$ cat src/rtl/npc_bp.sv
// npc_bp: next-PC generation with a direct-mapped BTB, 2-bit saturating direction counters,
// ID-stage mispredict redirect and resolved-branch/mispredict counters.
module npc_bp #(
  parameter int          BTB_DEPTH = 16,
  parameter logic [31:0] RESET_PC  = 32'h1C00_0000
) (
  input  logic        cpu_clk,
  input  logic        cpu_rstn,
  input  logic        stall,
  input  logic        id_valid,
  input  logic        id_is_branch,
  input  logic [31:0] id_pc,
  input  logic        id_jump_taken,
  input  logic [31:0] id_jump_offset_ext,
  input  logic        id_pred_taken,
  input  logic [31:0] id_pred_target,
  output logic [31:0] if_pc,
  output logic [31:0] pc4,
  output logic        pred_taken,
  output logic [31:0] pred_target,
  output logic        flush,
  output logic [31:0] br_cnt,
  output logic [31:0] mis_cnt
);
  localparam int IDX = $clog2(BTB_DEPTH);
  localparam int TW  = 30 - IDX;
  logic            v_mem   [BTB_DEPTH];
  logic [TW-1:0]   tag_mem [BTB_DEPTH];
  logic [31:0]     tgt_mem [BTB_DEPTH];
  logic [1:0]      ctr_mem [BTB_DEPTH];
  logic [IDX-1:0]  if_idx, id_idx;
  logic            hit, id_hit, resolve;
  logic [31:0]     br_target, next_pc;
  logic [1:0]      id_ctr;
  assign if_idx      = if_pc[IDX+1:2];
  assign id_idx      = id_pc[IDX+1:2];
  assign pc4         = if_pc + 32'd4;
  assign hit         = v_mem[if_idx] && (tag_mem[if_idx] == if_pc[31:IDX+2]);
  assign pred_taken  = hit & ctr_mem[if_idx][1];
  assign pred_target = pred_taken ? tgt_mem[if_idx] : pc4;
  assign id_hit      = v_mem[id_idx] && (tag_mem[id_idx] == id_pc[31:IDX+2]);
  assign id_ctr      = ctr_mem[id_idx];
  assign resolve     = id_valid & id_is_branch;
  assign br_target   = id_pc + id_jump_offset_ext;
  assign flush       = resolve & ((id_jump_taken != id_pred_taken) |
                                  (id_jump_taken & (br_target != id_pred_target)));
  always_comb begin
    next_pc = flush ? (id_jump_taken ? br_target : id_pc + 32'd4) : (stall ? if_pc : pred_target);
  end
  always_ff @(posedge cpu_clk or negedge cpu_rstn) begin
    if (!cpu_rstn) begin
      if_pc   <= RESET_PC;
      br_cnt  <= '0;
      mis_cnt <= '0;
      for (int i = 0; i < BTB_DEPTH; i++) begin
        v_mem[i]   <= 1'b0;
        ctr_mem[i] <= 2'b01;
      end
    end else begin
      if_pc <= next_pc;
      if (resolve) br_cnt <= br_cnt + 32'd1;
      if (flush) mis_cnt <= mis_cnt + 32'd1;
      if (resolve && id_hit)
        ctr_mem[id_idx] <= id_jump_taken ? (&id_ctr ? id_ctr : id_ctr + 2'd1)
                                         : (|id_ctr ? id_ctr - 2'd1 : id_ctr);
      else if (resolve && id_jump_taken) begin
        v_mem[id_idx]   <= 1'b1;
        ctr_mem[id_idx] <= 2'b10;
      end
    end
  end
  // tag/target need no reset: an entry is only trusted once its valid bit is set
  always_ff @(posedge cpu_clk) begin
    if (cpu_rstn && resolve && id_jump_taken) begin
      tag_mem[id_idx] <= id_pc[31:IDX+2];
      tgt_mem[id_idx] <= br_target;
    end
  end
endmodule

$ cat config.mk
export PLATFORM = sky130hd
export DESIGN_NAME = npc_bp
export DESIGN_NICKNAME = d
export VERILOG_FILES = /design/src/rtl/npc_bp.sv
export SDC_FILE = /design/constraint.sdc
export NUM_CORES = 2
export LEC_CHECK = 0
export CORE_ASPECT_RATIO = 0.8
export CORE_UTILIZATION = 45
export DETAILED_ROUTE_END_ITERATION = 8
export PLACE_DENSITY = 0.7
export SKIP_CTS_REPAIR_TIMING = 1
export SLEW_MARGIN = 20
export SYNTH_ARGS = -nofsm -noshare
export SYNTH_HDL_FRONTEND = slang
export SYNTH_SLANG_ARGS = --single-unit
export TNS_END_PERCENT = 100
$ cat constraint.sdc
create_clock -name cpu_clk -period 6.97 [get_ports cpu_clk]
set_input_delay 1.394 -clock cpu_clk [delete_from_list [all_inputs] [get_ports cpu_clk]]
set_output_delay 1.394 -clock cpu_clk [all_outputs]
set_load 0.05 [all_outputs]
# Word level (Yosys, flattened, before mapping)
# Memory sizes are Yosys's and may differ from the RTL's.
# Index checks and enable logic that the tools add are counted.
[totals]
reg_bits = 144
ram_bits = 928
mem_count = 2
[memory_table]
columns = ["name", "words", "word_bits", "rd", "rd_clocked_by_memory_dff", "write_ports", "line_no", "text"]
rows = [
  ["tgt_mem", 16, 32, 1, 0, 1, "29", "logic [31:0] tgt_mem [BTB_DEPTH];"],
  ["tag_mem", 16, 26, 2, 0, 1, "28", "logic [TW-1:0] tag_mem [BTB_DEPTH];"],
]
[op_classes]
muxes = 28
n_bitwise = 12
addsub = 7
n_lt_le_gt_ge = 3
n_reduce_logical = 11
n_eq_ne = 5
[ops]
columns = ["op", "count"]
rows = [
  ["2-to-1 mux 32 bit", 6],
  ["adder 32 x 1 -> 32 bit (second input constant)", 2],
  ["adder 32 x 3 -> 32 bit (second input constant)", 2],
  ["== test 26 bit", 2],
  ["adder 32 bit", 1],
  ["bitwise mux 32 bit", 1],
  ["!= test 32 bit", 1],
  ["bitwise OR 16 bit", 2],
  ["bitwise AND 16 bit", 1],
  ["binary-select mux 2 bit (select 4 bit)", 2],
  ["2-to-1 mux 2 bit", 8],
  ["NOT 16 bit", 1],
  ["greater-or-equal comparator 5 bit (second input constant)", 2],
  ["NOT 4 -> 5 bit", 2],
  ["binary-select mux 1 bit (select 4 bit)", 2],
  ["demux 2 bit (select 4 bit)", 1],
  ["logical AND 1 bit", 7],
  ["2-to-1 mux 1 bit", 7],
  ["less-than comparator 5 x 1 -> 1 bit (second input constant)", 1],
  ["bitwise AND 1 bit", 4],
  ["demux 1 bit (select 4 bit)", 1],
  ["AND reduction 2 bit", 2],
  ["adder 2 x 1 -> 2 bit (second input constant)", 1],
  ["!= test 2 x 1 -> 1 bit (second input constant)", 1],
  ["other kinds (6)", 6],
]

# Longest topological paths before layout
[logic_depth]
depth_word = 9
mapped_depth = 17

# Worst setup path before layout
# OpenSTA, ideal clock, no wires.
[synth_path]
path_type = "input to output"
startpoint = "in id_pc[14]"
endpoint = "out flush"
arrival_ns = 4.637
path_buffers = 2
required_ns = 5.576
stages = 13
path_slack_ns = 0.939
cell_sequence = "ha_1 > clkbuf_1 > nand2_1 > a2111oi_0 > nand2_1 > o211ai_1 > xor3_1 > or4_1 > nor4_1 > nand4_1 > nand2_2 > buf_4 > inv_1"
[synth_via]
elab_chain_cells = 5
[synth_rtl]
columns = ["item", "line_no", "text"]
rows = [
  ["start: declaration", "12", "input logic [31:0] id_pc,"],
  ["adder 32 bit", "44", "assign br_target = id_pc + id_jump_offset_ext;"],
  ["!= test 32 bit", "46", "(id_jump_taken & (br_target != id_pred_target)));"],
  ["bitwise AND 1 bit", "46", ""],
  ["bitwise OR 1 bit", "45", "assign flush = resolve & ((id_jump_taken != id_pred_taken) |"],
  ["bitwise AND 1 bit", "45", ""],
  ["end: declaration", "21", "output logic flush,"],
]
# No other way between the ends.

# Final worst setup path
[layout_path]
startpoint = "in id_jump_offset_ext[4]"
endpoint = "out flush"
[layout_via]
elab_chain_cells = 5
[layout_rtl]
columns = ["item", "line_no", "text"]
rows = [
  ["start: declaration", "14", "input logic [31:0] id_jump_offset_ext,"],
  ["adder 32 bit", "44", ""],
  ["!= test 32 bit", "46", ""],
  ["bitwise AND 1 bit", "46", ""],
  ["bitwise OR 1 bit", "45", ""],
  ["bitwise AND 1 bit", "45", ""],
]
# No other way between the ends.

==> qor.csv <==
metric,value,unit
synth_top_flop_cell,edfxtp_1,
final_cell_area,59600,sq um
synth_seq_cells,1072,
tightest_slew,1240,ps
drv_cap,0,
fin_crit_sh,0.988,
p_total,21.4,mW
synth_top_area_share,0.550,
critPathCapture,flush,
groute.usage.overall,0.290,
yosys_warnings,0,
skew,29.0,ps
wl_per_cell,33.4,um
grt_pass1_vias,31200,
clockBufferDepth,3,
synth.distinct_cells,83,
cts_tree,built,
synthTopCellsByArea,"edfxtp_1, mux4_2, dfrtp_1",
grt.overflow.total,0,
r2r_cells,12,
rsz0062_at_grt,yes,
ys_seq_area_frac,0.621,
status,finished clean,
drcViolationCount,0,
final_nets,3525,
grt_max_degree,68,
rows,109,
relSlewSlack,0.171,
first_iter_violations,4881,
grt_pass1_wl,233000,um
drt_wl_total,166000,um
startpoint,id_jump_offset_ext[4],
min_path_type,flop to flop,
async_flop_share,0.134,
final.fill_count,8795,
setup_violations,0,
synth_nets,3176,
drtPass1Iterations,6,
fmax,145,MHz
start_util,0.456,
slew_violations,0,
numCtsBuffers,105,
synth_top_area_cell,edfxtp_1,
pin_count,265,
synth_edf_count,928,
postSynthCellCount,3034,
crit_type,input port to primary output,
dp_hpwl,107000,um
clock_sinks,1072,
antenna_found_initial,5,
vdd_drop_max,393,uV
finalHoldViolCount,0,
syn_to_final_growth,17.6,%
clock_latency,720,ps
chipWidth,377,um
via_per_inst,6.52,
dieArea,114000,sq um
p_leak,20.3,nW
regToRegSetupSlack,2110,ps
r2r-start,if_pc[4],
portBuffers,264,
gp_congestion,0.985,
critPathMaxFanout,6,
core_area,111000,sq um
synthesis.area,50700,sq um
die_y,302,um
avgSynthCellArea,16.7,sq um
clkTransAtPathRegs,60,ps
min_period,6880,ps
antenna_left,0,
r2r-end,if_pc[3],
ctsRootBufferMaster,clkbuf_16,
h-tree-depth,3,
route.vias.total,32400,
crit_path_end_kind,primary output,
placed_area,55900,sq um
critPathRequiredTime,5580,ps
worstPathArrival,5490,ps
drive_above_1_share,0.253,
worstSetupStartpointType,input port,
power_density,358,nW/um^2
kinds of logic after synthesis:
logic type	after synthesis	share of synthesized area
buffers and inverters	223	0.0221
muxes	566	0.203
xor gates and xnor gates	218	0.0402
and+or+nand+nor	551	0.0542
DFF	1072	0.621
AOI/OAI and AO/OA	364	0.0491
adders and majority gates	40	0.00997
per-layer routing:
| metal | global-route usage | routed length (um) | up-vias | share of wire |
|---|---|---|---|---|
| li1 | - | - | 13000 | - |
| met1 | 0.416 | 64300 | 16700 | 0.39 |
| met2 | 0.421 | 72000 | 2439 | 0.43 |
| met3 | 0.0967 | 24400 | 296 | 0.15 |
| met4 | 0.0891 | 5410 | 8 | 0.033 |
| met5 | 0 | 39 | - | 0.00023 |
Yosys cell counts, types with 14 or more instances:
cell type  number
o22a_1         16
o21ai_0        51
nor3_1         23
dfstp_2        19
buf_4          18
a22oi_1        33
mux2i_1       155
nand3_1        60
mux2_2         43
and2_1         16
and3_1         46
dfrtp_1       125
a211oi_1       17
nand4_1        60
clkbuf_1       94
ha_1           38
nand2_1       137
mux4_2        367
xnor2_1       138
a21o_1         14
o211ai_1       23
or3_1          15
edfxtp_1      928
inv_1          26
o21ai_1        18
buf_1          17
nor2_1        123
xor2_1         71
buf_6          14
buf_2          46
a21oi_1        78
cell type report:
| type | instances | area, sq um | area share |
|---|---|---|---|
| inverters | 27 | 101 | 0.00170 |
| flip-flops and latches | 1072 | 31500 | 0.528 |
| clock buffers | 135 | 2840 | 0.0476 |
| diodes | 1 | 2.50 | 0.0000420 |
| clock inverters | 59 | 629 | 0.0106 |
| multi-input cells | 1739 | 18400 | 0.309 |
| well taps | 1498 | 1870 | 0.0314 |
| repair buffers | 438 | 4250 | 0.0713 |
registers in the layout, indices dropped and copies added, names as in the netlist:
name / cells
tgt_mem: 512
tag_mem: 416
br_cnt: 32
ctr_mem: 32
if_pc: 32
mis_cnt: 32
v_mem: 16
report_power, final:
| group | internal [mW] | switching [mW] |
|---|---|---|
| clock | 3.29 | 2.52 |
| combinational | 3.10 | 4.61 |
| sequential | 7.31 | 0.541 |
cell usage in the layout, fill, tap and decap left out, types with 33 or more instances in the layout:
cell             netlist  final
a21oi_1               78     77
a22oi_1               33     33
mux2i_1              155    155
clkdlybuf4s50_1        0    215
dfrtp_1              125    121
buf_4                 18    180
xor2_1                71     68
nand2_1              137    137
o21ai_0               51     50
nand4_1               60     60
edfxtp_1             928    928
clkbuf_16              0    106
nand3_1               60     59
nor2_1               123    105
mux2_2                43     43
mux4_2               367    367
xnor2_1              138    136
and3_1                46     46
through the flow:
stage                     utilization  setup WS, ps  hold slack (ps)  cells  TNS [ps]
after floorplan                     -           939              455   3034         0
after global placement          0.503         -23.4              457   4771     -23.4
after detailed placement        0.503         -13.7              459   4771     -13.7
after CTS                       0.535         -52.0              468   4965     -52.0
after global routing            0.537         -48.2              476   4969     -48.2
final                           0.537          85.2              466   4969         0
worst min-delay path by stage:
stage,depth (start not counted),slack [ps],startpoint,to
finish,1,470,br_cnt[31],br_cnt[31]
global route,1,480,br_cnt[31],br_cnt[31]
CTS,1,470,br_cnt[31],br_cnt[31]
detailed placement,1,460,br_cnt[31],br_cnt[31]
global placement,1,460,br_cnt[31],br_cnt[31]
floorplan,1,450,v_mem[9],v_mem[9]
worst max-delay path: stages:
cell	delay, ps
clkdlybuf4s50_1	560
ha_1	520
o211ai_1	280
o21ai_1	290
a211oi_1	130
buf_4	170
a22o_1	230
o21ai_0	170
or4bb_1	520
nor4_1	290
nand4_1	340
buf_4	260
nand2_2	80
inv_1	60
buf_4	180
Note: power is estimated with default switching activity, not from simulation.
